--- src/rtl/pipeline_ctrl.sv ---
// ----------------------------------------------------------------------------
// pipeline_ctrl
//
// Hazard/stall sequencer for a 5-stage latch chain (PC, F/D, D/X, X/M, M/W).
// Produces per-latch enables and load-NOP flush controls from the hazard
// inputs. It covers load-use bubbles, taken-branch squash, multdiv wait and
// external memory wait. It also tracks per-stage valid bits and a saturating
// stall counter for performance reporting.
//
// Parameters:
//   MD_TIMEOUT  cycles allowed in MD_WAIT before the multdiv is abandoned (1..255)
//   CNT_W       width of stall_count
//
// Ports:
//   clk                          system clock, rising edge
//   clr                          asynchronous active-high reset
//   fd_rs1, fd_rs2, fd_uses_rs2  source operands of the F/D instruction
//   dx_rd, dx_is_load            destination / load flag of the D/X instruction
//   x_branch_taken               X stage resolved a taken branch this cycle
//   x_md_start                   X stage issues a mult/div this cycle
//   md_ready                     multdiv result valid (single-cycle pulse)
//   ext_stall                    memory not ready, freeze the whole pipe
//   pc_en .. mw_en               latch enables
//   fd_flush, dx_flush, xm_flush latch loads a NOP at the next edge when enabled
//   stage_valid                  [0]=F/D [1]=D/X [2]=X/M [3]=M/W hold real work
//   md_busy                      sequencer is waiting on the multdiv
//   md_error                     sticky multdiv timeout flag
//   stall_count                  saturating count of cycles with pc_en=0
// ----------------------------------------------------------------------------
module pipeline_ctrl #(
    parameter int MD_TIMEOUT = 64,
    parameter int CNT_W      = 16
) (
    input  logic             clk,
    input  logic             clr,
    input  logic [4:0]       fd_rs1,
    input  logic [4:0]       fd_rs2,
    input  logic             fd_uses_rs2,
    input  logic [4:0]       dx_rd,
    input  logic             dx_is_load,
    input  logic             x_branch_taken,
    input  logic             x_md_start,
    input  logic             md_ready,
    input  logic             ext_stall,
    output logic             pc_en,
    output logic             fd_en,
    output logic             dx_en,
    output logic             xm_en,
    output logic             mw_en,
    output logic             fd_flush,
    output logic             dx_flush,
    output logic             xm_flush,
    output logic [3:0]       stage_valid,
    output logic             md_busy,
    output logic             md_error,
    output logic [CNT_W-1:0] stall_count
);

    typedef enum logic {
        RUN     = 1'b0,
        MD_WAIT = 1'b1
    } state_t;

    localparam logic [7:0] TIMEOUT_LAST = 8'(MD_TIMEOUT - 1);

    state_t     state;
    state_t     next_state;
    logic [7:0] timer;
    logic [7:0] next_timer;
    // Set for the one cycle after md_ready, when the multdiv result is
    // written into X/M while the front of the pipe stays frozen.
    logic       md_done;
    logic       next_md_done;
    logic       load_use;
    logic       md_timeout;

    // Register x0 never creates a dependency, so rd=0 is exempt.
    assign load_use = dx_is_load && (dx_rd != 5'd0) &&
                      ((fd_rs1 == dx_rd) || (fd_uses_rs2 && (fd_rs2 == dx_rd)));

    // A timeout needs the latches to move (D/X is discarded), so it is
    // deferred while the memory holds the pipe frozen.
    assign md_timeout = (state == MD_WAIT) && !ext_stall && !md_ready &&
                        (timer >= TIMEOUT_LAST);

    assign md_busy = (state == MD_WAIT);

    // State register, multdiv timer and result-cycle flag
    always_ff @(posedge clk or posedge clr) begin
        if (clr) begin
            state   <= RUN;
            timer   <= 8'd0;
            md_done <= 1'b0;
        end else begin
            state   <= next_state;
            timer   <= next_timer;
            md_done <= next_md_done;
        end
    end

    // Next-state logic
    always_comb begin
        next_state   = state;
        next_timer   = timer;
        next_md_done = md_done;
        case (state)
            RUN: begin
                if (md_done) begin
                    if (!ext_stall) begin
                        next_md_done = 1'b0;
                    end
                end else if (!ext_stall && x_md_start) begin
                    next_state = MD_WAIT;
                    next_timer = 8'd0;
                end
            end
            MD_WAIT: begin
                // The timer keeps running even under ext_stall; it saturates
                // so a very long memory stall cannot wrap it.
                if (timer != 8'hFF) begin
                    next_timer = timer + 8'd1;
                end
                // md_ready is a pulse, so it is taken even during ext_stall.
                if (md_ready) begin
                    next_state   = RUN;
                    next_md_done = 1'b1;
                end else if (md_timeout) begin
                    next_state = RUN;
                end
            end
            default: next_state = RUN;
        endcase
    end

    // Output logic: enables and flushes follow the current inputs in the same cycle
    always_comb begin
        pc_en    = 1'b0;
        fd_en    = 1'b0;
        dx_en    = 1'b0;
        xm_en    = 1'b0;
        mw_en    = 1'b0;
        fd_flush = 1'b0;
        dx_flush = 1'b0;
        xm_flush = 1'b0;
        if (!clr) begin
            case (state)
                RUN: begin
                    if (ext_stall) begin
                        pc_en = 1'b0;
                    end else if (md_done) begin
                        dx_en = 1'b1;
                        xm_en = 1'b1;
                        mw_en = 1'b1;
                    end else if (x_md_start) begin
                        pc_en    = 1'b1;
                        fd_en    = 1'b1;
                        dx_en    = 1'b1;
                        xm_en    = 1'b1;
                        mw_en    = 1'b1;
                        xm_flush = 1'b1;
                        fd_flush = x_branch_taken;
                        dx_flush = x_branch_taken;
                    end else if (x_branch_taken) begin
                        pc_en    = 1'b1;
                        fd_en    = 1'b1;
                        dx_en    = 1'b1;
                        xm_en    = 1'b1;
                        mw_en    = 1'b1;
                        fd_flush = 1'b1;
                        dx_flush = 1'b1;
                    end else if (load_use) begin
                        dx_en    = 1'b1;
                        dx_flush = 1'b1;
                        xm_en    = 1'b1;
                        mw_en    = 1'b1;
                    end else begin
                        pc_en = 1'b1;
                        fd_en = 1'b1;
                        dx_en = 1'b1;
                        xm_en = 1'b1;
                        mw_en = 1'b1;
                    end
                end
                MD_WAIT: begin
                    if (!ext_stall) begin
                        // Bubbles drain into M while the front waits.
                        xm_en    = 1'b1;
                        xm_flush = 1'b1;
                        mw_en    = 1'b1;
                        if (md_timeout) begin
                            dx_en    = 1'b1;
                            dx_flush = 1'b1;
                        end
                    end
                end
                default: pc_en = 1'b0;
            endcase
        end
    end

    // Sticky timeout flag, valid bits and stall counter
    always_ff @(posedge clk or posedge clr) begin
        if (clr) begin
            md_error    <= 1'b0;
            stage_valid <= 4'b0000;
            stall_count <= '0;
        end else begin
            if (md_timeout) begin
                md_error <= 1'b1;
            end
            if (fd_en) begin
                stage_valid[0] <= !fd_flush;
            end
            if (dx_en) begin
                stage_valid[1] <= stage_valid[0] && !dx_flush;
            end
            if (xm_en) begin
                stage_valid[2] <= stage_valid[1] && !xm_flush;
            end
            if (mw_en) begin
                stage_valid[3] <= stage_valid[2];
            end
            if (!pc_en && (stall_count != {CNT_W{1'b1}})) begin
                stall_count <= stall_count + 1'b1;
            end
        end
    end

endmodule

--- config.mk ---
export PLATFORM = sky130hd
export DESIGN_NAME = pipeline_ctrl
export DESIGN_NICKNAME = d
export VERILOG_FILES = /design/src/rtl/pipeline_ctrl.sv
export SDC_FILE = /design/constraint.sdc
export NUM_CORES = 1
export LEC_CHECK = 0
export ABC_AREA = 0
export BUFFER_PORTS_ARGS = -buffer_cell sky130_fd_sc_hd__buf_2
export CAP_MARGIN = 20
export CORE_MARGIN = 10
export CORE_UTILIZATION = 50
export DETAILED_ROUTE_END_ITERATION = 7
export PLACE_DENSITY = 0.8
export SLEW_MARGIN = 15
export SYNTH_ARGS = -nofsm -noshare
export SYNTH_HDL_FRONTEND = slang
export SYNTH_SLANG_ARGS = --single-unit
export TNS_END_PERCENT = 20
--- constraint.sdc ---
create_clock -name clk -period 5.97 [get_ports clk]
set_input_delay 0.597 -clock clk [delete_from_list [all_inputs] [get_ports clk]]
set_output_delay 0.597 -clock clk [all_outputs]
set_load 0.02 [all_outputs]
==> results_dict.tcl <==
set metrics [dict create \
    tritoncts "yes" \
    grt_max_degree 32 \
    netlist_area_sq_um 1700 \
    final_util_pct 61.5 \
    dr.pass1.iters 4 \
    die_w_um 78.3 \
    drv_slew 0 \
    fillers 293 \
    final-hold-violation-count 0 \
    clk_latency_ns 0.33 \
    ys_types 37 \
    multiInputGateArea_sq_um 845 \
    syn_nets 200 \
    cts_resized 0 \
    maxCapViolations 0 \
    final_cells 277 \
    grt_setup_unrepaired "false" \
    regArea_sq_um 776 \
    vias_per_cell 5.16 \
    cts_root_buf "clkbuf_4" \
    synth_edf_count 0 \
    critPathLaunchType "input port" \
    r2r_slack_ns 3.51 \
    routed_wl_mm 3.85 \
    timing.rr.end "stall_count[1]" \
    fmax_mhz 350 \
    drcViolationCount 0 \
    setup_viol 0 \
    holdBufCountCts 0 \
    end_kind "primary output" \
    regToRegStartpoint "stall_count[0]" \
    yosys-top-cells-count "dfrtp_1, xnor2_1, nand3_1" \
    clock-sinks 31 \
    required_ns 5.37 \
    cp.arrival_ns 2.26 \
    dp.cells 269 \
    total_power_w 0.000836 \
    vias 1430 \
    outcome "complete, no violations" \
    grt_pass1_vias 1415 \
    relSlewSlack_pct 37.3 \
    yosys-top-cells-area "dfrtp_1, xnor2_1, xor2_1" \
    peakVddDrop_v 0.000211 \
    worstMarginPinSlew_ns 0.932 \
    antenna_found_initial 0 \
    synthArstFlopShare_pct 100 \
    clockBufferDepth 2 \
    grt_overflow_total 0 \
    area_growth_pct 20.1 \
    place_ws_ns 3.13 \
    yosysTopAreaCell "dfrtp_1" \
    h-tree-depth 2 \
    n_antenna_cell 0 \
    placementRows 21 \
    skew_ns 0.0126 \
    period_needed_ns 2.85 \
    grtUsageTotal_pct 12.9 \
    fp.dieArea_sq_um 6120 \
    hp-class "input port to asynchronous set/reset pin" \
    synth_seq_cells 31 \
    dp_hpwl_mm 3.01 \
    cts_buffers 5 \
    synth_flop_cell "dfrtp_1" \
    ant_nets 0 \
    p_leak_nw 0.920 \
    start_util_pct 51.2 \
    drive_gt1_share_pct 32.5 \
    synth_cells 175 \
    crit_type "input port to primary output" \
    p_per_area_nw_per_um2 411 \
    tns_ns 0 \
    cts_setup_buffers 0 \
    yosysSeqAreaShare_pct 45.7 \
    fin_crit_sh_pct 47.8 \
    drt-wirelength-per-cell_um 13.9 \
    path_clk_slew_ns 0.09 \
    avgSynthCellArea_sq_um 9.70 \
    yosysTopAreaCellShare_pct 45.7 \
    synth_warnings 0 \
    drtIter0Drc 74 \
    synth_most_common_cell "dfrtp_1" \
    core_sq_um 3310 \
    port_buffers 52 \
    path_max_fanout 4 \
    reg2regPathDepth 6 \
    grt_pass1_wl_mm 6.49 \
    fp.dieH_um 78.3 \
    routabilityCongestion 0.832 \
    finalWorstSetupSlack_ns 3.12 \
    nNetsFinal 255 \
    io_pins 53 \
]
==> critical path, stage by stage <==
cell,delay [ns]
buf_2,0.13
xnor2_1,0.17
nand4_1,0.14
o22ai_1,0.30
o2111ai_1,0.27
a211o_1,0.34
a21oi_1,0.13
buf_2,0.18
==> worst max-delay path by stage <==
stage / start / endpoint / slack, ns / cells after the start
finish: dx_rd[1] / dx_flush / 3.12 / 8
floorplan: dx_rd[4] / dx_flush / 3.38 / 6
CTS: dx_rd[1] / dx_flush / 3.13 / 8
detailed placement: dx_rd[1] / dx_flush / 3.13 / 8
global route: dx_rd[1] / dx_flush / 3.00 / 8
global placement: dx_rd[0] / dx_flush / 3.21 / 8
==> metrics by stage <==
step                      area [sq um]  hold WS, ns
final                             2040        0.330
after global routing              2040        0.356
after CTS                         2040        0.331
after detailed placement          1990        0.459
after global placement            1990        0.454
after floorplan                   1700        0.490
==> flip-flops by register name, summed over array words and instances, names as in the netlist <==
name,flops
md_busy,1
md_done,1
timer,8
stage_valid,4
md_error,1
stall_count,16
==> where the power goes <==
| part | switching, W | internal (W) | total [W] |
|---|---|---|---|
| sequential | 0.0000871 | 0.000286 | 0.000373 |
| clock | 0.0000693 | 0.0000458 | 0.000115 |
| combinational | 0.000214 | 0.000134 | 0.000348 |
==> area by class of cell <==
cell class	instances	area share (%)
Tap cell	46	2.83
Timing Repair Buffer	53	13.1
Sequential cell	31	38.1
Multi-Input combinational cell	128	41.5
Inverter	11	2.03
Clock buffer	7	2.21
Clock inverter	1	0.246
==> cell families (layout without fill, tap and decap cells) <==
family	count (synthesis)	count (layout)	share of synthesized area, %
buf+inv	16	72	4.50
fa+ha+maj	2	2	1.47
xor+xnor	30	30	15.5
mux	1	1	0.664
flops	31	31	45.7
compound gates	26	26	10.6
simple gates	69	69	21.5
==> cells in the final DEF (no fill, tap or decap), types with 6 or more instances in the layout <==
| master | synthesis | routed |
|---|---|---|
| o21ai_0 | 6 | 6 |
| xor2_1 | 14 | 14 |
| nor2_2 | 6 | 6 |
| nor2_1 | 11 | 11 |
| nand2_1 | 11 | 11 |
| nor3_1 | 8 | 8 |
| buf_2 | 1 | 52 |
| inv_1 | 11 | 11 |
| xnor2_1 | 16 | 16 |
| dfrtp_1 | 31 | 31 |
| a21oi_1 | 7 | 7 |
| nand3_1 | 15 | 15 |
==> routing by layer <==
layer,routed length (um),GRT usage (%),vias to the layer above
met5,0,0,-
met4,75,5.91,0
met3,376,5.81,5
met2,1680,20.0,56
met1,1730,14.9,654
li1,-,-,715
(Power assumes the default switching activity.)
